`config.mk`:
```
export PLATFORM = sky130hd
export DESIGN_NAME = mem_arbiter_flat
export DESIGN_NICKNAME = d
export VERILOG_FILES = /design/src/rtl/mem_arbiter_if.sv /design/src/rtl/mem_arbiter.sv /design/src/flat_wrapper.sv
export SDC_FILE = /design/constraint.sdc
export NUM_CORES = 1
export LEC_CHECK = 0
export ABC_AREA = 0
export CORE_MARGIN = 2
export CORE_UTILIZATION = 31
export DETAILED_ROUTE_END_ITERATION = 7
export GPL_ROUTABILITY_DRIVEN = 0
export HOLD_SLACK_MARGIN = 0.06
export PLACE_DENSITY = 0.89
export SYNTH_ARGS = -nofsm -noshare
export SYNTH_HDL_FRONTEND = slang
export SYNTH_SLANG_ARGS = --single-unit
```
`constraint.sdc`:
```
create_clock -name clock -period 2.55 [get_ports clock]
set_input_delay 0.51 -clock clock [delete_from_list [all_inputs] [get_ports clock]]
set_output_delay 0.51 -clock clock [all_outputs]
set_load 0.02 [all_outputs]
```
`src/rtl/mem_arbiter_if.sv`:
```
// Bus bundle between the two requesters (fetch, data), the arbiter and the
// single-word memory port. The arbiter uses the slave view; the environment
// driving requests and memory responses uses the master view.
interface mem_arbiter_if #(
    parameter int data_width    = 32,
    parameter int address_width = 32
);
    // fetch port
    logic                     i_req;
    logic [address_width-1:0] i_addr;
    logic [1:0]               i_access_size;
    logic                     i_gnt;
    logic                     i_rvalid;
    logic                     i_done;
    logic [data_width-1:0]    i_rdata;
    // data port
    logic                     d_req;
    logic                     d_rw;
    logic [address_width-1:0] d_addr;
    logic [data_width-1:0]    d_wdata;
    logic [1:0]               d_access_size;
    logic                     d_gnt;
    logic                     d_rvalid;
    logic                     d_wack;
    logic                     d_done;
    logic [data_width-1:0]    d_rdata;
    // memory port
    logic [address_width-1:0] mem_address;
    logic [data_width-1:0]    mem_data_in;
    logic [1:0]               mem_access_size;
    logic                     mem_rw;
    logic                     mem_enable;
    logic                     mem_busy;
    logic [data_width-1:0]    mem_data_out;

    modport master (
        output i_req, i_addr, i_access_size,
        input  i_gnt, i_rvalid, i_done, i_rdata,
        output d_req, d_rw, d_addr, d_wdata, d_access_size,
        input  d_gnt, d_rvalid, d_wack, d_done, d_rdata,
        input  mem_address, mem_data_in, mem_access_size, mem_rw, mem_enable,
        output mem_busy, mem_data_out
    );

    modport slave (
        input  i_req, i_addr, i_access_size,
        output i_gnt, i_rvalid, i_done, i_rdata,
        input  d_req, d_rw, d_addr, d_wdata, d_access_size,
        output d_gnt, d_rvalid, d_wack, d_done, d_rdata,
        output mem_address, mem_data_in, mem_access_size, mem_rw, mem_enable,
        input  mem_busy, mem_data_out
    );
endinterface

```
`src/rtl/mem_arbiter.sv`:
```
// mem_arbiter: arbitrates a read-only fetch port and a read/write data port
// onto one single-word memory port. A granted burst is issued one word per
// accepted beat (IDLE -> BURST -> DONE -> IDLE); ties alternate fairly.
module mem_arbiter #(
    parameter int data_width    = 32,
    parameter int address_width = 32
) (
    input  logic         clock,
    input  logic         reset,
    mem_arbiter_if.slave bus
);
    typedef enum logic [1:0] {
        IDLE  = 2'd0,
        BURST = 2'd1,
        DONE  = 2'd2
    } state_t;

    localparam logic PORT_FETCH = 1'b0;
    localparam logic PORT_DATA  = 1'b1;

    // Index of the final beat for a burst-size code (1/4/8/16 words).
    function automatic logic [3:0] last_beat_of(input logic [1:0] size);
        logic [3:0] last_beat;
        case (size)
            2'd0:    last_beat = 4'd0;
            2'd1:    last_beat = 4'd3;
            2'd2:    last_beat = 4'd7;
            2'd3:    last_beat = 4'd15;
            default: last_beat = 4'd0;
        endcase
        return last_beat;
    endfunction

    state_t                   state_r;
    state_t                   state_s;
    logic                     owner_r;
    logic                     last_grant_r;
    logic                     rw_r;
    logic                     rvalid_r;
    logic [address_width-1:0] base_r;
    logic [3:0]               last_beat_r;
    logic [3:0]               beat_index_r;

    logic                     grant_s;
    logic                     grant_port_s;
    logic                     accept_s;
    logic                     in_burst_s;
    logic                     active_s;
    logic [address_width-1:0] req_addr_s;
    logic [1:0]               req_size_s;
    logic                     req_rw_s;
    logic [address_width-1:0] beat_addr_s;

    // Next-state logic: arbitration in IDLE, beat acceptance in BURST.
    always_comb begin
        state_s      = state_r;
        grant_s      = 1'b0;
        grant_port_s = last_grant_r;
        accept_s     = 1'b0;
        case (state_r)
            IDLE: begin
                if (bus.i_req && bus.d_req) begin
                    grant_s      = 1'b1;
                    grant_port_s = ~last_grant_r;
                end else if (bus.d_req) begin
                    grant_s      = 1'b1;
                    grant_port_s = PORT_DATA;
                end else if (bus.i_req) begin
                    grant_s      = 1'b1;
                    grant_port_s = PORT_FETCH;
                end else begin
                    grant_s      = 1'b0;
                end
                if (grant_s) begin
                    state_s = BURST;
                end else begin
                    state_s = IDLE;
                end
            end
            BURST: begin
                accept_s = ~bus.mem_busy;
                if (accept_s && (beat_index_r == last_beat_r)) begin
                    state_s = DONE;
                end else begin
                    state_s = BURST;
                end
            end
            DONE: begin
                state_s = IDLE;
            end
            default: begin
                state_s = IDLE;
            end
        endcase
    end

    // Select the command fields of the port being granted (fetch is always a read).
    always_comb begin
        req_addr_s = bus.i_addr;
        req_size_s = bus.i_access_size;
        req_rw_s   = 1'b1;
        if (grant_port_s == PORT_DATA) begin
            req_addr_s = bus.d_addr;
            req_size_s = bus.d_access_size;
            req_rw_s   = bus.d_rw;
        end else begin
            req_addr_s = bus.i_addr;
            req_size_s = bus.i_access_size;
            req_rw_s   = 1'b1;
        end
    end

    // State register plus latched transaction context and read-beat tracker.
    always_ff @(posedge clock) begin
        if (reset) begin
            state_r      <= IDLE;
            owner_r      <= PORT_FETCH;
            last_grant_r <= PORT_FETCH;
            rw_r         <= 1'b0;
            rvalid_r     <= 1'b0;
            base_r       <= {address_width{1'b0}};
            last_beat_r  <= 4'd0;
            beat_index_r <= 4'd0;
        end else begin
            state_r  <= state_s;
            rvalid_r <= accept_s & rw_r;
            if (grant_s) begin
                owner_r      <= grant_port_s;
                last_grant_r <= grant_port_s;
                base_r       <= req_addr_s & ~{{(address_width-2){1'b0}}, 2'b11};
                rw_r         <= req_rw_s;
                last_beat_r  <= last_beat_of(req_size_s);
                beat_index_r <= 4'd0;
            end else if (accept_s) begin
                if (beat_index_r == last_beat_r) begin
                    beat_index_r <= 4'd0;
                end else begin
                    beat_index_r <= beat_index_r + 4'd1;
                end
            end else begin
                beat_index_r <= beat_index_r;
            end
        end
    end

    assign in_burst_s  = (state_r == BURST);
    assign active_s    = (state_r != IDLE);
    // Word address wraps naturally at the top of the address space.
    assign beat_addr_s = base_r + address_width'({beat_index_r, 2'b00});

    assign bus.i_gnt           = active_s & (owner_r == PORT_FETCH);
    assign bus.d_gnt           = active_s & (owner_r == PORT_DATA);
    assign bus.mem_enable      = in_burst_s;
    assign bus.mem_address     = in_burst_s ? beat_addr_s : {address_width{1'b0}};
    assign bus.mem_rw          = in_burst_s & rw_r;
    assign bus.mem_data_in     = (in_burst_s && !rw_r) ? bus.d_wdata : {data_width{1'b0}};
    assign bus.mem_access_size = 2'b00;
    assign bus.i_rvalid        = rvalid_r & (owner_r == PORT_FETCH);
    assign bus.d_rvalid        = rvalid_r & (owner_r == PORT_DATA);
    assign bus.i_rdata         = bus.i_rvalid ? bus.mem_data_out : {data_width{1'b0}};
    assign bus.d_rdata         = bus.d_rvalid ? bus.mem_data_out : {data_width{1'b0}};
    assign bus.d_wack          = accept_s & (owner_r == PORT_DATA) & ~rw_r;
    assign bus.i_done          = (state_r == DONE) & (owner_r == PORT_FETCH);
    assign bus.d_done          = (state_r == DONE) & (owner_r == PORT_DATA);
endmodule
```
`src/flat_wrapper.sv`:
```
// flat-port wrapper written by rule: the top's interface ports become plain ports
module mem_arbiter_flat 
#(
    parameter int data_width    = 32,
    parameter int address_width = 32
)
  (clock, reset, bus_i_req, bus_i_addr, bus_i_access_size, bus_i_gnt, bus_i_rvalid, bus_i_done, bus_i_rdata, bus_d_req, bus_d_rw, bus_d_addr, bus_d_wdata, bus_d_access_size, bus_d_gnt, bus_d_rvalid, bus_d_wack, bus_d_done, bus_d_rdata, bus_mem_address, bus_mem_data_in, bus_mem_access_size, bus_mem_rw, bus_mem_enable, bus_mem_busy, bus_mem_data_out);
  mem_arbiter_if #(.data_width(data_width), .address_width(address_width)) bus_i ();
  input  logic clock;
  input  logic reset;
  input wire logic [$bits(bus_i.i_req)-1:0] bus_i_req;
  input wire logic [$bits(bus_i.i_addr)-1:0] bus_i_addr;
  input wire logic [$bits(bus_i.i_access_size)-1:0] bus_i_access_size;
  output wire logic [$bits(bus_i.i_gnt)-1:0] bus_i_gnt;
  output wire logic [$bits(bus_i.i_rvalid)-1:0] bus_i_rvalid;
  output wire logic [$bits(bus_i.i_done)-1:0] bus_i_done;
  output wire logic [$bits(bus_i.i_rdata)-1:0] bus_i_rdata;
  input wire logic [$bits(bus_i.d_req)-1:0] bus_d_req;
  input wire logic [$bits(bus_i.d_rw)-1:0] bus_d_rw;
  input wire logic [$bits(bus_i.d_addr)-1:0] bus_d_addr;
  input wire logic [$bits(bus_i.d_wdata)-1:0] bus_d_wdata;
  input wire logic [$bits(bus_i.d_access_size)-1:0] bus_d_access_size;
  output wire logic [$bits(bus_i.d_gnt)-1:0] bus_d_gnt;
  output wire logic [$bits(bus_i.d_rvalid)-1:0] bus_d_rvalid;
  output wire logic [$bits(bus_i.d_wack)-1:0] bus_d_wack;
  output wire logic [$bits(bus_i.d_done)-1:0] bus_d_done;
  output wire logic [$bits(bus_i.d_rdata)-1:0] bus_d_rdata;
  output wire logic [$bits(bus_i.mem_address)-1:0] bus_mem_address;
  output wire logic [$bits(bus_i.mem_data_in)-1:0] bus_mem_data_in;
  output wire logic [$bits(bus_i.mem_access_size)-1:0] bus_mem_access_size;
  output wire logic [$bits(bus_i.mem_rw)-1:0] bus_mem_rw;
  output wire logic [$bits(bus_i.mem_enable)-1:0] bus_mem_enable;
  input wire logic [$bits(bus_i.mem_busy)-1:0] bus_mem_busy;
  input wire logic [$bits(bus_i.mem_data_out)-1:0] bus_mem_data_out;
  assign bus_i.i_req = bus_i_req;
  assign bus_i.i_addr = bus_i_addr;
  assign bus_i.i_access_size = bus_i_access_size;
  assign bus_i_gnt = bus_i.i_gnt;
  assign bus_i_rvalid = bus_i.i_rvalid;
  assign bus_i_done = bus_i.i_done;
  assign bus_i_rdata = bus_i.i_rdata;
  assign bus_i.d_req = bus_d_req;
  assign bus_i.d_rw = bus_d_rw;
  assign bus_i.d_addr = bus_d_addr;
  assign bus_i.d_wdata = bus_d_wdata;
  assign bus_i.d_access_size = bus_d_access_size;
  assign bus_d_gnt = bus_i.d_gnt;
  assign bus_d_rvalid = bus_i.d_rvalid;
  assign bus_d_wack = bus_i.d_wack;
  assign bus_d_done = bus_i.d_done;
  assign bus_d_rdata = bus_i.d_rdata;
  assign bus_mem_address = bus_i.mem_address;
  assign bus_mem_data_in = bus_i.mem_data_in;
  assign bus_mem_access_size = bus_i.mem_access_size;
  assign bus_mem_rw = bus_i.mem_rw;
  assign bus_mem_enable = bus_i.mem_enable;
  assign bus_i.mem_busy = bus_mem_busy;
  assign bus_i.mem_data_out = bus_mem_data_out;
  mem_arbiter #(.data_width(data_width), .address_width(address_width)) u_core (.clock(clock), .reset(reset), .bus(bus_i));
endmodule
```
==> summary.md, run 1 <==
| Metric | Value |
|---|---|
| Hold_ws | `between 0.4 and 0.5 ns` |
| Peak supply drop | `~0.00029 V` |
| Largest net degree at the start of global routing | `68` |
| Most frequent cells after synthesis | `and2_1, nor2_1, dfxtp_1` |
| Slew @ Worst Pin | `about 0.6 ns` |
| Drt drc | `0` |
| Critical path class | `flip-flop to output pin` |
| Seq/Total Area, Yosys | `0.238` |
| Synth warn | `0` |
| Final hold violations | `0` |
| Fmax | `between 0.3 and 0.4 GHz` |
| CP endpoint kind | `output pin` |
| Number of library cell types mapped by synthesis | `44` |
| Die area | `approximately 0.012 mm^2` |
| Met2 Use GR | `0.386` |
| Antenna Diode Count | `0` |
| Synth top area share | `0.238` |
| HP Class | `flip-flop to flip-flop` |
| P_leak | `a little under 0.003 uW` |
| Antenna violations before repair | `0` |
| Port-buffer cells | `roughly 270` |
| Initial DRC count | `269` |
| Met1 GRT Util | `0.254` |
| RSZ-0062 raised after global routing | `true` |
| Most used routing layer | `met2` |
| Post-synth EDFFs | `0` |
| Clock root cell | `clkbuf_16` |
| H-tree depth | `2` |
| Routed length per instance | `~16 um` |
| Total GRT Usage | `0.221` |
| Detailed Routing Iterations Pass 1 | `4` |
| Worst-case clock buffer depth | `2` |
| Initial Util | `0.314` |
| Die Y | `between 100 and 150 um` |
| CP Launch Type | `flip-flop` |
| Relative slew slack | `0.594` |
| Final setup vio count | `18` |
| CTS Sinks | `42` |
| Ports | `277` |
| Syn Inst Count | `approximately 460` |
| Synthesis-to-finish area growth | `98.2%` |
| Synth Register Bits | `42` |
| Non-Filler Instances | `890` |
| Final WL | `14.4 mm` |
| Routed vias/inst | `between 4 and 5` |
| Post-Place Cells | `882` |
| Number of buffers created by CTS | `5` |
| Dpl hpwl | `roughly 11 mm` |
| Async SR Flop Fraction | `0` |
| First-pass GRT wire length | `roughly 22 mm` |
| Post-route ant nets | `0` |
| Failing checks | `negative setup slack` |
| Setup Skew | `roughly 0.0054 ns` |
| Netlist Area Pre-Place | `roughly 0.0035 mm^2` |
| Routed vias | `4,388` |
| Status | `finished, violations left` |
| Worst-Skew Late Latency | `just under 0.3 ns` |
| Power Density | `around 380 mW/mm^2` |
| Max cap viols | `0` |
| Total Power | `between 2000 and 3000 uW` |
| Layout cells sized above 1 | `0.185` |
| Ys flop type | `dfxtp_1` |
| Post-layout min period | `roughly 2.7 ns` |
| Final nets | `approximately 890` |
| Num rows | `39` |
| Max FO, Critical Path | `5` |
| Syn_area_per_cell | `approximately 7.7 um^2` |
| Synth area leaders | `dfxtp_1, and2_1, mux2i_1` |
| Die extent in x | `around 110 um` |
| Fin crit share | `1.05` |
| Overflow after GRT | `0` |
| Critical path required time | `between 2 and 2.5 ns` |
| Final worst slack | `-0.127 ns` |
| CP Data Arrival Time | `2.17 ns` |
| Post-synth top area cell | `dfxtp_1` |
| Count leader, synth | `and2_1` |
| M3 GR Usage | `0.0498` |
| Clock transition at path regs | `about 0.060 ns` |
| Number of global-route vias before repair | `around 4,200` |
| Core area | `about 0.011 mm^2` |
| Pins Over Slew Limit | `0` |
| TritonCTS clock tree | `done` |
[area by class of cell]
cell class,count,area (um^2)
clock buffer,5,125
tap,143,179
inverter,7,26.3
timing repair buffer,318,3070
sequential,42,847
clock inverter,2,10.0
multi-input combinational,373,2750
fill,921,4260
[critical path: stages, from the launching register on]
cell and delay (ns):
dfxtp_2 0.36, ha_4 0.14, inv_2 0.03, fa_2 0.36, nor2b_4 0.17, o21ai_4 0.07
buf_6 0.14, a211oi_4 0.26, xnor2_2 0.15, nor2_2 0.05, buf_6 0.14
[kinds of logic after synthesis]
kind of cell	count (synthesis)	synth area share
XOR/XNOR	26	0.0644
other	1	0.00106
adder cells (fa/ha/maj)	6	0.0233
flip-flops	42	0.238
multiplexers	32	0.0909
buffers and inverters	49	0.0676
AO/OA/AOI/OAI	70	0.138
AND/OR/NAND/NOR	235	0.377
[worst paths after layout]
| kind | from | end | slack (ns) | cells past startpoint |
|---|---|---|---|---|
| worst max register to register | u_core.state_r[1] | u_core.base_r[3] | 0.76 | 7 |
| worst min-delay path | u_core.last_beat_r[3] | u_core.last_beat_r[3] | 0.49 | 2 |
| worst min register to register | u_core.last_beat_r[3] | u_core.last_beat_r[3] | 0.49 | 2 |
| worst max-delay path | u_core.beat_index_r[0] | bus_mem_address[30] | -0.13 | 10 |
[placed cells by master (no fill, tap or decap), types with 4 or more instances in the layout]
master | synthesis | final
and2_1 | 67 | 67
dfxtp_2 | 0 | 5
clkdlybuf4s50_1 | 0 | 233
nor2b_1 | 7 | 5
inv_1 | 7 | 6
conb_1 | 1 | 4
a21oi_4 | 1 | 4
buf_12 | 0 | 4
nor3b_4 | 0 | 4
a21oi_2 | 0 | 4
nor3b_2 | 2 | 4
o21ai_0 | 7 | 6
nand2_1 | 16 | 15
buf_6 | 3 | 11
and3_1 | 35 | 35
a21oi_1 | 13 | 6
a211oi_1 | 38 | 33
nor3_1 | 7 | 6
xnor2_1 | 26 | 24
nand3_1 | 5 | 5
clkbuf_16 | 0 | 5
mux2i_1 | 31 | 31
nor2_2 | 0 | 4
nor2_1 | 66 | 62
dfxtp_1 | 42 | 37
buf_4 | 6 | 63
and4_1 | 4 | 4
[state kept, by name (all words and copies together), names as in the netlist]
signal / flops
u_core.base_r: 30
u_core.state_r: 2
u_core.owner_r: 1
u_core.rw_r: 1
u_core.last_beat_r: 3
u_core.beat_index_r: 4
u_core.rvalid_r: 1
[repair_timing]
action | CTS | global route
gates resized for setup | 166 | 33
gates cloned | 0 | 0
pin swaps | 26 | 14
setup endpoints to repair | 29 | 29
buffers inserted | 1 | 0
hold buffers | 0 | 0
[where the power goes]
group          total (uW)  internal, uW  switching [uW]
registers             794           739            54.9
logic                1230           643             589
clock network         620           354             265
total                2640          1740             909
[through the flow]
step,worst slack (ns),cell area [um^2],setup TNS (ns),util
after CTS,-0.101,6880,-0.548,0.610
after global routing,-0.180,7010,-2.43,0.622
after detailed placement,-0.472,6620,-8.08,0.587
after floorplan,0.00120,3560,0,-
final,-0.127,7010,-0.992,0.622
after global placement,-0.377,6620,-6.80,0.587
[layer usage]
metal,routed length (um),vias to the layer above
met5,0,-
met4,659,0
met3,988,36
met2,7050,201
met1,5680,1990
li1,-,2161
Note: power is estimated with default switching activity, not from simulation.
==> inputs of run 2 (changes only) <==
--- a/config.mk
+++ b/config.mk
@@ -8,6 +8,7 @@
 export ABC_AREA = 0
 export CORE_MARGIN = 2
 export CORE_UTILIZATION = 31
+export CTS_BUF_LIST = sky130_fd_sc_hd__clkbuf_8
 export DETAILED_ROUTE_END_ITERATION = 7
 export GPL_ROUTABILITY_DRIVEN = 0
 export HOLD_SLACK_MARGIN = 0.06
==> summary.md, run 2 (synthesis results as in run 1) <==
| Metric | Value |
|---|---|
| Status | `finished, violations left (unchanged)` |
| Failing checks | `negative setup slack (unchanged)` |
| Die extent in x | `111 um (unchanged)` |
| Routed length per instance | `15.8 um (was 16.2 um)` |
| Dpl hpwl | `10.8 mm (unchanged)` |
| Peak supply drop | `0.000252 V (was 0.000292 V)` |
| Routed vias | `4,381 (was 4,388)` |
| Critical path class | `flip-flop to output pin (unchanged)` |
| Ports | `277 (unchanged)` |
| Fmax | `0.371 GHz (was 0.374 GHz)` |
| TritonCTS clock tree | `done (unchanged)` |
| Final WL | `14.0 mm (was 14.4 mm)` |
| Final nets | `891 (unchanged)` |
| Slew @ Worst Pin | `0.601 ns (was 0.602 ns)` |
| CTS Hold Bufs | `0 (unchanged)` |
| Port-buffer cells | `268 (unchanged)` |
| Largest registers | `u_core.base_r x30, u_core.beat_index_r x4, u_core.last_beat_r x3 (unchanged)` |
| HP Class | `flip-flop to flip-flop (unchanged)` |
| Largest register FFs | `30 (unchanged)` |
| Most frequent cells in the layout | `clkdlybuf4s50_1, and2_1, buf_4 (unchanged)` |
| Initial DRC count | `270 (was 269)` |
| Detailed Routing Iterations Pass 1 | `4 (unchanged)` |
| Post-route ant nets | `0 (unchanged)` |
| Worst-case clock buffer depth | `2 (unchanged)` |
| Die Y | `111 um (unchanged)` |
| Post-layout min period | `2.69 ns (was 2.68 ns)` |
| Clock root cell | `clkbuf_8 (was clkbuf_16)` |
| Layout Utilization | `0.613 (was 0.622)` |
| Routed vias/inst | `4.92 (was 4.93)` |
| Antenna violations before repair | `0 (unchanged)` |
| Worst-Skew Late Latency | `0.30 ns (was 0.29 ns)` |
| Critical path required time | `2.04 ns (about the same)` |
| Initial Util | `0.314 (unchanged)` |
| Synthesis-to-finish area growth | `95.5% (was 98.2%)` |
| Power Density | `352 mW/mm^2 (was 377 mW/mm^2)` |
| Number of global-route vias before repair | `4,160 (was 4,225)` |
| CP Data Arrival Time | `2.18 ns (was 2.17 ns)` |
| Pins Over Slew Limit | `0 (unchanged)` |
| RSZ-0062 raised after global routing | `true (unchanged)` |
| Pre-CTS setup slack | `-0.472 ns (unchanged)` |
| Overflow after GRT | `0 (unchanged)` |
| CP endpoint kind | `output pin (unchanged)` |
| H-tree depth | `2 (unchanged)` |
| Setup Skew | `0.00661 ns (was 0.00540 ns)` |
| CTS Sinks | `42 (unchanged)` |
| Top reg by flops | `u_core.base_r (unchanged)` |
| Layout cells sized above 1 | `0.182 (was 0.185)` |
| P_leak | `0.00296 uW (about the same)` |
| Number of buffers created by CTS | `5 (unchanged)` |
| Num rows | `39 (unchanged)` |
| Final worst slack | `-0.145 ns (was -0.127 ns)` |
| Final hold violations | `0 (unchanged)` |
| Clock transition at path regs | `0.08 ns (was 0.06 ns)` |
| Max FO, Critical Path | `5 (unchanged)` |
| Core area | `0.0113 mm^2 (unchanged)` |
| Commonest non-fill, non-tap cell in the layout | `clkdlybuf4s50_1 (unchanged)` |
| Largest net degree at the start of global routing | `68 (unchanged)` |
| Drt drc | `0 (unchanged)` |
| First-pass GRT wire length | `21.6 mm (was 22.1 mm)` |
| Antenna Diode Count | `0 (unchanged)` |
| Relative slew slack | `0.595 (was 0.594)` |
| Total GRT Usage | `0.216 (was 0.221)` |
| CP Launch Type | `flip-flop (unchanged)` |
| Max cap viols | `0 (unchanged)` |
| Fin crit share | `1.06 (was 1.05)` |
| Die area | `0.0123 mm^2 (unchanged)` |
| Final setup vio count | `21 (was 18)` |
run 2: cell types whose count changed in the layout (fill, tap and decap cells not counted), moves of 2 or more:
| cell | delta |
|---|---|
| a21oi_2 | +2 |
| a21oi_4 | -2 |
| buf_4 | +2 |
| clkbuf_16 | -5 |
| clkbuf_8 | +5 |
| clkdlybuf4s50_1 | -4 |
| dlymetal6s2s_1 | +4 |
| nor3b_2 | +2 |
| nor3b_4 | -2 |
run 2: final timing paths:
path / startpoint / to / slack [ns] / cells after the start
worst max register to register: u_core.state_r[1] / u_core.base_r[3] / 0.72 / 7
worst max-delay path: u_core.base_r[2] / bus_mem_address[28] / -0.14 / 10
worst min-delay path: u_core.last_beat_r[3] / u_core.last_beat_r[3] / 0.47 / 2
worst min register to register: u_core.last_beat_r[3] / u_core.last_beat_r[3] / 0.47 / 2
run 2: through the flow:
stage / power (uW) / hold WS (ns) / std cells / cell area, um^2 / TNS (ns)
detailed placement: 2010 / 0.464 / 882 / 6620 / -8.08
global route: 2580 / 0.504 / 890 / 6910 / -3.52
finish: 2440 / 0.473 / 890 / 6910 / -1.58
CTS: 2430 / 0.475 / 890 / 6800 / -0.965
global placement: 1990 / 0.459 / 882 / 6620 / -6.80
floorplan: 1430 / 0.449 / 464 / 3560 / 0
run 2: power breakdown:
group	switching (uW)	internal [uW]
registers	55.1	738
logic	582	639
clock network	238	184
total	875	1560
run 2: cell type report:
type,count,area (um^2)
fillers,947,4360
inverters,7,26.3
clock buffers,5,68.8
repair buffers,318,3080
clock inverters,2,10.0
flip-flops and latches,42,846
well taps,143,179
multi-input cells,373,2700
run 2: layer usage:
metal  track usage  part of all wire  vias to the layer above
met5             0                 0                        -
met4         0.107             0.050                        0
met3        0.0492             0.070                       35
met2         0.373              0.48                      206
met1         0.251              0.40                     1976
li1              -                 -                     2164
run 2: what timing repair did:
item	4_1_cts	5_1_grt
endpoints found under the setup margin	29	41
setup buffers	1	0
resized for setup	164	31
pin swaps	34	18
run 2: worst max-delay path: stages (launching register included):
cell and delay, ns:
dfxtp_2 0.37, ha_4 0.15, inv_2 0.04, fa_2 0.38, nor2b_4 0.14, o21ai_2 0.07
buf_6 0.14, a211oi_4 0.26, xnor2_2 0.14, nor2_2 0.05, buf_6 0.14
==> inputs of run 3 (changes only) <==
--- a/config.mk
+++ b/config.mk
@@ -9,9 +9,11 @@
 export CORE_MARGIN = 2
 export CORE_UTILIZATION = 31
 export CTS_BUF_LIST = sky130_fd_sc_hd__clkbuf_8
+export CTS_CLUSTER_DIAMETER = 40
 export DETAILED_ROUTE_END_ITERATION = 7
 export GPL_ROUTABILITY_DRIVEN = 0
 export HOLD_SLACK_MARGIN = 0.06
+export MAX_ROUTING_LAYER = met4
 export PLACE_DENSITY = 0.89
 export SYNTH_ARGS = -nofsm -noshare
 export SYNTH_HDL_FRONTEND = slang
==> summary.md, run 3 (synthesis results as in run 1) <==
| Metric | Value |
|---|---|
| Failing checks | `negative setup slack (unchanged)` |
| DR WL met2 | `6.80 mm (was 6.79 mm)` |
| Worst r2r dst | `u_core.base_r[3] (unchanged)` |
| Peak supply drop | `0.000253 V (was 0.000252 V)` |
| Total Power | `2440 uW (about the same)` |
| CTS Sinks | `42 (unchanged)` |
| Hold Startpoint | `u_core.last_beat_r[3] (unchanged)` |
| Drt drc | `0 (unchanged)` |
| Flop-to-flop setup slack | `0.72 ns (about the same)` |
| Fmax | `0.372 GHz (was 0.371 GHz)` |
| WHS Endpoint | `u_core.last_beat_r[3] (unchanged)` |
| Detailed Routing Iterations Pass 1 | `4 (unchanged)` |
| CP startpoint | `u_core.base_r[2] (unchanged)` |
| Worst R2R Start | `u_core.state_r[1] (unchanged)` |
| Status | `finished, violations left (unchanged)` |
| Largest net degree at the start of global routing | `68 (unchanged)` |
| Setup TNS | `-1.52 ns (was -1.58 ns)` |
| Initial DRC count | `290 (was 270)` |
| H-tree depth | `2 (unchanged)` |
| Slew @ Worst Pin | `0.614 ns (was 0.601 ns)` |
| CP Data Arrival Time | `2.18 ns (about the same)` |
| Worst hold stages | `2 (unchanged)` |
| Hold_ws | `0.473 ns (about the same)` |
| Worst-case reg-to-reg path depth | `7 (unchanged)` |
| Layout cells sized above 1 | `0.182 (unchanged)` |
| Routed length per instance | `15.8 um (about the same)` |
| DR WL met3 | `956 um (was 975 um)` |
| Relative slew slack | `0.586 (was 0.595)` |
| Die area | `0.0123 mm^2 (unchanged)` |
| Core area | `0.0113 mm^2 (unchanged)` |
| Placed cell area | `0.00662 mm^2 (unchanged)` |
| Final setup vio count | `21 (unchanged)` |
| Initial Util | `0.314 (unchanged)` |
| Fin crit share | `1.05 (was 1.06)` |
| Largest registers | `u_core.base_r x30, u_core.beat_index_r x4, u_core.last_beat_r x3 (unchanged)` |
| Final nets | `891 (unchanged)` |
| Post-layout min period | `2.69 ns (about the same)` |
| CP endpoint kind | `output pin (unchanged)` |
| Final WL | `14.1 mm (was 14.0 mm)` |
| Num rows | `39 (unchanged)` |
| Number of buffers created by CTS | `5 (unchanged)` |
| Most frequent cells in the layout | `clkdlybuf4s50_1, and2_1, buf_4 (unchanged)` |
| Clock transition at path regs | `0.08 ns (about the same)` |
| Power Density | `353 mW/mm^2 (was 352 mW/mm^2)` |
| Max FO, Critical Path | `5 (unchanged)` |
| Post-route ant nets | `0 (unchanged)` |
| Overflow after GRT | `0 (unchanged)` |
| Top reg by flops | `u_core.base_r (unchanged)` |
| Die extent in x | `111 um (unchanged)` |
| Final hold violations | `0 (unchanged)` |
| Final worst slack | `-0.140 ns (was -0.145 ns)` |
| RSZ-0062 raised after global routing | `true (unchanged)` |
| Antenna violations before repair | `0 (unchanged)` |
| Antenna Diode Count | `0 (unchanged)` |
| Worst-Skew Late Latency | `0.30 ns (about the same)` |
| Commonest non-fill, non-tap cell in the layout | `clkdlybuf4s50_1 (unchanged)` |
| Critical path required time | `2.04 ns (about the same)` |
| Total GRT Usage | `0.222 (was 0.216)` |
| HP Class | `flip-flop to flip-flop (unchanged)` |
| First-pass GRT wire length | `21.6 mm (about the same)` |
| Pins Over Slew Limit | `0 (unchanged)` |
| Largest register FFs | `30 (unchanged)` |
| Critical path class | `flip-flop to output pin (unchanged)` |
| Number of global-route vias before repair | `4,170 (was 4,160)` |
| Clock root cell | `clkbuf_8 (unchanged)` |
| P_leak | `0.00296 uW (unchanged)` |
| DR top layer | `met4 (unchanged)` |
| CP Launch Type | `flip-flop (unchanged)` |
| TritonCTS clock tree | `done (unchanged)` |
| Port-buffer cells | `268 (unchanged)` |
| Routed vias/inst | `4.92 (about the same)` |
| Max cap viols | `0 (unchanged)` |
| Fin area | `0.00691 mm^2 (unchanged)` |
| Metal-1 WL | `5.59 mm (was 5.55 mm)` |
| Worst-case clock buffer depth | `2 (unchanged)` |
| Dpl hpwl | `10.8 mm (unchanged)` |
| Routed vias | `4,376 (was 4,381)` |
| Ports | `277 (unchanged)` |
| Setup Skew | `0.00696 ns (was 0.00661 ns)` |
| Die Y | `111 um (unchanged)` |
| Synthesis-to-finish area growth | `95.5% (unchanged)` |
[run 3: cell type report]
class / count / area, um^2
fillers: 947 / 4360
repair buffers: 318 / 3080
multi-input cells: 373 / 2700
flip-flops and latches: 42 / 846
well taps: 143 / 179
clock buffers: 5 / 68.8
inverters: 7 / 26.3
clock inverters: 2 / 10.0
[run 3: where the power goes]
| group | switching [uW] | leakage, uW | internal, uW |
|---|---|---|---|
| clock | 241 | 0.0000438 | 184 |
| sequential | 55.0 | 0.000349 | 738 |
| combinational | 583 | 0.00257 | 639 |
[run 3: worst max path at each step]
stage / to / slack, ns
finish: bus_mem_address[28] / -0.14
global route: bus_mem_address[28] / -0.23
detailed placement: bus_mem_address[30] / -0.47
CTS: bus_mem_address[26] / -0.13
global placement: bus_mem_address[24] / -0.38
floorplan: bus_mem_address[30] / 0.001
[run 3: worst max-delay path, cell delays in order (launching register included)]
cell      delay [ns]
dfxtp_2         0.37
ha_4            0.15
inv_2           0.04
fa_2            0.38
nor2b_4         0.14
o21ai_2         0.07
buf_6           0.14
a211oi_4        0.26
xnor2_2         0.14
nor2_2          0.05
buf_6           0.14
[run 3: layer usage]
metal / global-route usage / vias up
met4: 0.107 / 0
met1: 0.253 / 1959
met5: - / -
met3: 0.0448 / 40
li1: - / 2162
met2: 0.373 / 215
[run 3: per-stage QoR]
| step | instances | worst slack (ns) | utilization |
|---|---|---|---|
| floorplan | 464 | 0.00120 | - |
| global placement | 882 | -0.377 | 0.587 |
| detailed placement | 882 | -0.472 | 0.587 |
| CTS | 890 | -0.126 | 0.603 |
| global route | 890 | -0.225 | 0.613 |
| finish | 890 | -0.140 | 0.613 |
[run 3: what timing repair did]
action | in CTS | in global routing
setup endpoints to repair | 29 | 41
hold buffers | 0 | 0
pin swaps | 34 | 18
gates cloned | 0 | 0
buffers inserted | 1 | 0
gates resized for setup | 164 | 31
endpoints found under the hold margin | 0 | 0
==> RTL change 1: new RTL, settings of run 3 <==
`data_width` is set to 32 in 3 places; all go to 28.
--- a/src/rtl/mem_arbiter_if.sv
+++ b/src/rtl/mem_arbiter_if.sv
@@ -2,7 +2,7 @@
 // single-word memory port. The arbiter uses the slave view; the environment
 // driving requests and memory responses uses the master view.
 interface mem_arbiter_if #(
-    parameter int data_width    = 32,
+    parameter int data_width    = 28,
     parameter int address_width = 32
 );
     // fetch port
--- a/src/rtl/mem_arbiter.sv
+++ b/src/rtl/mem_arbiter.sv
@@ -2,7 +2,7 @@
 // onto one single-word memory port. A granted burst is issued one word per
 // accepted beat (IDLE -> BURST -> DONE -> IDLE); ties alternate fairly.
 module mem_arbiter #(
-    parameter int data_width    = 32,
+    parameter int data_width    = 28,
     parameter int address_width = 32
 ) (
     input  logic         clock,
--- a/src/flat_wrapper.sv
+++ b/src/flat_wrapper.sv
@@ -1,7 +1,7 @@
 // flat-port wrapper written by rule: the top's interface ports become plain ports
 module mem_arbiter_flat 
 #(
-    parameter int data_width    = 32,
+    parameter int data_width    = 28,
     parameter int address_width = 32
 )
   (clock, reset, bus_i_req, bus_i_addr, bus_i_access_size, bus_i_gnt, bus_i_rvalid, bus_i_done, bus_i_rdata, bus_d_req, bus_d_rw, bus_d_addr, bus_d_wdata, bus_d_access_size, bus_d_gnt, bus_d_rvalid, bus_d_wack, bus_d_done, bus_d_rdata, bus_mem_address, bus_mem_data_in, bus_mem_access_size, bus_mem_rw, bus_mem_enable, bus_mem_busy, bus_mem_data_out);
Interface: changed (5 resized); port bits go from 277 to 257. No check against the original RTL was run, so the function may have changed too.
==> RTL change 1 against run 3 <==
The run still ends with negative setup slack left; worst setup slack got worse by 74 ps; sequential share of layout area increased by 0.091 points; sequential cell count unchanged; area after synthesis decreased by 2.1%; via count increased by 2.3%; wire length increased by 11%; design area increased by 0.43%; power increased by 1.3%.
==> RTL change 1: results (changes against run 3) <==
.. list-table::
   :header-rows: 1

   * - Metric
     - Value
   * - Status
     - finished with violations (unchanged)
   * - Violations in the final reports
     - negative setup slack (unchanged)
   * - Final setup violating endpoints
     - 23 (was 21)
   * - Xor-xnor portion of the synthesized cell area
     - 0.0632 (was 0.0644)
   * - Total routing resource utilization after global routing
     - 0.236 (was 0.222)
   * - Port buffer count
     - 248 (was 268)
   * - Most common cell in the synthesized netlist
     - nor2_1 (was and2_1)
   * - Vias in the first global route
     - 4247 (was 4170)
   * - Net count, final
     - 864 (was 891)
   * - Post-Place Cells
     - 850 (was 882)
   * - Post-Place Cell Area
     - 6380 um2 (was 6620 um2)
   * - Largest net degree at the start of global routing
     - 45 (was 68)
   * - Wire length per cell
     - 18.0 um (was 15.8 um)
   * - Multiplexer share of the synthesized area
     - 0.0929 (was 0.0909)
   * - Fraction of final layout cells with drive strength greater than 1
     - 0.236 (was 0.182)
   * - First-pass GRT wire length
     - 21.5 mm (was 21.6 mm)
   * - Sequential area share after synthesis
     - 0.243 (was 0.238)
   * - Via count
     - 4476 (was 4376)
   * - Number of detailed-routing iterations run before antenna repair
     - 5 (was 4)
   * - Arithmetic-cell share of the synthesized area counting full adders, half adders and majority gates
     - 0.0239 (was 0.0233)
   * - Leading cell types by count after synthesis
     - 65 x nor2_1, 59 x and2_1, 42 x dfxtp_1, 39 x a211oi_1 (was 67 x and2_1, 66 x nor2_1, 42 x dfxtp_1, 38 x a211oi_1, 35 x and3_1)
   * - Least-Margin Pin Slew
     - 650 ps (was 614 ps)
   * - Mean number of vias per cell
     - 5.16 (was 4.92)
   * - Post-Place Setup Slack
     - -519 ps (was -472 ps)
   * - Worst R2R Path Depth
     - 6 (was 7)
   * - Most area-consuming cells after synthesis
     - dfxtp_1 24%, and2_1 11%, mux2i_1 9.0% (was dfxtp_1 24%, and2_1 12%, mux2i_1 8.8%)
   * - Final setup slack of the worst path
     - -214 ps (was -140 ps)
   * - End point of the critical path
     - bus_mem_address[24] (was bus_mem_address[28])
## RTL change 1: power breakdown
part           leakage [uW]  total, uW  switching, uW  internal (uW)
Clock             0.0000438        418            234            184
Combinational       0.00277       1250            617            637
Sequential         0.000352        799           61.0            738
Total               0.00317       2470            912           1560
## RTL change 1: cell type report
| cell class | count | share of cell area |
|---|---|---|
| Multi-Input combinational cell | 362 | 0.397 |
| Inverter | 7 | 0.00378 |
| Tap cell | 140 | 0.0252 |
| Timing Repair Buffer | 310 | 0.440 |
| Clock inverter | 2 | 0.00144 |
| Clock buffer | 5 | 0.00991 |
| Sequential cell | 42 | 0.123 |
## RTL change 1: how the worst min path moves through the flow
| stage | from | endpoint | slack, ps | depth (start not counted) |
|---|---|---|---|---|
| floorplan | u_core.last_beat_r[3]$_SDFFE_PP0P_ | u_core.last_beat_r[3]$_SDFFE_PP0P_ | 450 | 2 |
| global placement | u_core.last_beat_r[3]$_SDFFE_PP0P_ | u_core.last_beat_r[3]$_SDFFE_PP0P_ | 460 | 2 |
| detailed placement | u_core.last_beat_r[3]$_SDFFE_PP0P_ | u_core.last_beat_r[3]$_SDFFE_PP0P_ | 490 | 2 |
| CTS | u_core.last_beat_r[3]$_SDFFE_PP0P_ | u_core.last_beat_r[3]$_SDFFE_PP0P_ | 500 | 2 |
| global route | u_core.last_beat_r[3]$_SDFFE_PP0P_ | u_core.last_beat_r[3]$_SDFFE_PP0P_ | 540 | 2 |
| finish | u_core.last_beat_r[3]$_SDFFE_PP0P_ | u_core.last_beat_r[3]$_SDFFE_PP0P_ | 500 | 2 |
## RTL change 1: logic make-up after synthesis
group | Yosys count
other cells | 1
simple gates | 223
mux | 32
fa+ha+maj | 6
xor+xnor | 25
compound gates | 72
buf+inv | 48
flops | 42
## RTL change 1: stage by stage
stage          setup TNS, ps   util  total power (uW)  hold slack, ps
2_1_floorplan              0      -              1410             449
3_3_place_gp           -6230  0.586              1970             464
3_5_place_dp           -7810  0.586              2000             488
4_1_cts                -1400  0.610              2420             499
5_1_grt                -4120  0.638              2610             540
6_report               -2070  0.638              2470             505
## RTL change 1: metal layers
layer  wire (um)  vias up  GRT usage
li1            -     2110          -
met1        5870     2072      0.262
met2        7930      248      0.421
met3        1250       46     0.0439
met4         567        0     0.0859
met5           0        -          -
## RTL change 1: timing repair
action | 4_1_cts | 5_1_grt
cloned | 1 | 1
buffers inserted | 4 | 5
pin swaps | 30 | 28
setup endpoints to repair | 36 | 47
endpoints found under the hold margin | 0 | 0
resized for setup | 183 | 71
## RTL change 1: critical path: stages (launching register included)
cell,delay [ps]
dfxtp_2,360
ha_4,140
inv_2,40
fa_2,360
nor2b_4,170
o21ai_4,90
buf_8,150
a21oi_4,210
a21oi_2,80
a31o_2,230
buf_6,130
==> RTL change 2: new RTL, config.mk and constraints of run 3 <==
Without the edit above. Encoding of `state_t`: now one-hot (3 bits for 3 states).
--- a/src/rtl/mem_arbiter.sv
+++ b/src/rtl/mem_arbiter.sv
@@ -9,10 +9,10 @@
     input  logic         reset,
     mem_arbiter_if.slave bus
 );
-    typedef enum logic [1:0] {
-        IDLE  = 2'd0,
-        BURST = 2'd1,
-        DONE  = 2'd2
+    typedef enum logic [2:0] {
+        IDLE  = 3'b001,
+        BURST = 3'b010,
+        DONE  = 3'b100
     } state_t;
 
     localparam logic PORT_FETCH = 1'b0;
Formal check against the unedited RTL: no difference found for any inputs over 4 cycles, from zero or initial values and one cycle with reset high; so few cycles prove little.
==> RTL change 2 against run 3 <==
The flow still finishes with violations (negative setup slack); design area increased by 3.5%; global-route usage grew 2.6 points; count of clock-buffer cells in the layout stayed put; sequential cell count grew 1; power down 0.78%; worst setup slack got worse by 78 ps; sequential share of layout area grew 0.13 points; wire length grew 12%; largest cell class unchanged; synthesized cell count increased by 9.3%; hold slack gained 53 ps; area after synthesis up 0.78%; die area is 0.75% higher; first-iteration DRC count increased by 29%; sequential power is 8.1% higher.
==> RTL change 2: results (changes against run 3) <==
.. list-table::
   :header-rows: 1

   * - Metric
     - Value
   * - Detailed-placement wirelength estimate
     - 12.0 mm (was 10.8 mm)
   * - Reg2reg setup slack
     - 520 ps (was 720 ps)
   * - Final antenna diode count
     - 3 (was 0)
   * - Violation count after the first detailed-routing iteration
     - 373 (was 290)
   * - Largest registers
     - u_core.base_r (30), u_core.beat_index_r (4) (was u_core.base_r (30), u_core.beat_index_r (4), u_core.last_beat_r (3))
   * - Number of filler instances in the final layout
     - 978 (was 947)
   * - First-pass GRT wire length
     - 24.4 mm (was 21.6 mm)
   * - Post-Place Cells
     - 934 (was 882)
   * - Violations in the final reports
     - negative setup slack (unchanged)
   * - Multi-input gate share of the layout cell area
     - 0.384 (was 0.391)
   * - Multi-In Gates
     - 404 (was 373)
   * - Routed length on met3
     - 882 um (was 956 um)
   * - GRT met2 Usage
     - 0.456 (was 0.373)
   * - Count of plain and timing-repair buffers in the layout
     - 343 (was 318)
   * - Count of buffers added by post-CTS timing repair for setup
     - 5 (was 1)
   * - Non-clock inverter total of the final layout
     - 9 (was 7)
   * - Final setup slack of the worst path
     - -218 ps (was -140 ps)
   * - Status
     - finished with violations (unchanged)
   * - Proportion of cell area occupied by registers
     - 0.124 (was 0.122)
   * - Leading cell types by count after synthesis
     - 70 x nor2_1, 67 x and3_1, 67 x nor3_1, 43 x dfxtp_1, 42 x clkbuf_1 (was 67 x and2_1, 66 x nor2_1, 42 x dfxtp_1, 38 x a211oi_1, 35 x and3_1)
   * - Global routing met3 resource utilization
     - 0.0421 (was 0.0448)
   * - Number of gates given a new drive strength after cts
     - 211 (was 164)
   * - Register bit total from synthesis
     - 43 (was 42)
   * - Sequential area share after synthesis
     - 0.241 (was 0.238)
   * - Total wire length after detailed routing
     - 15.8 mm (was 14.1 mm)
   * - Post-route setup TNS
     - -2100 ps (was -1520 ps)
   * - Final setup violating endpoints
     - 20 (was 21)
==> RTL change 2: cell types whose count changed after synthesis, sizes merged, moves of 9 or more <==
cell and delta:
a211oi -28, and2 -32, and3 +32, buf -9
clkbuf +19, mux2i -30, nor3 +60, nor3b -9
nor4 +30
==> RTL change 2: power groups by stage <==
| stage | clock (uW) | combinational [uW] | sequential, uW |
|---|---|---|---|
| after floorplan | 0 | 523 | 866 |
| after global placement | 0 | 1090 | 847 |
| after detailed placement | 0 | 1100 | 854 |
| after CTS | 436 | 1110 | 845 |
| after global routing | 461 | 1240 | 868 |
| final | 426 | 1140 | 857 |
==> RTL change 2: worst max path at each step <==
stage	depth (start not counted)	endpoint	slack, ps	startpoint
6_report	10	bus_mem_address[16]	-220	u_core.base_r[2]$_SDFFE_PP0P_
5_1_grt	10	bus_mem_address[18]	-290	u_core.base_r[2]$_SDFFE_PP0P_
4_1_cts	10	bus_mem_address[16]	-170	u_core.base_r[2]$_SDFFE_PP0P_
3_5_place_dp	10	bus_mem_address[16]	-500	u_core.beat_index_r[0]$_SDFFE_PP0P_
3_3_place_gp	10	bus_mem_address[16]	-480	u_core.beat_index_r[0]$_SDFFE_PP0P_
2_1_floorplan	8	bus_mem_address[16]	-30	u_core.beat_index_r[0]$_SDFFE_PP0P_
==> RTL change 2: kinds of logic after synthesis <==
family | synth area share
compound gates | 0.0913
xor+xnor | 0.0663
fa+ha+maj | 0.0232
buf+inv | 0.0713
flops | 0.241
mux | 0.00281
other cells | 0.00105
simple gates | 0.503
==> RTL change 2: metrics by stage <==
step	setup slack, ps	hold WS [ps]
floorplan	-33.5	474
global placement	-477	497
detailed placement	-502	498
CTS	-172	528
global route	-285	553
finish	-218	526
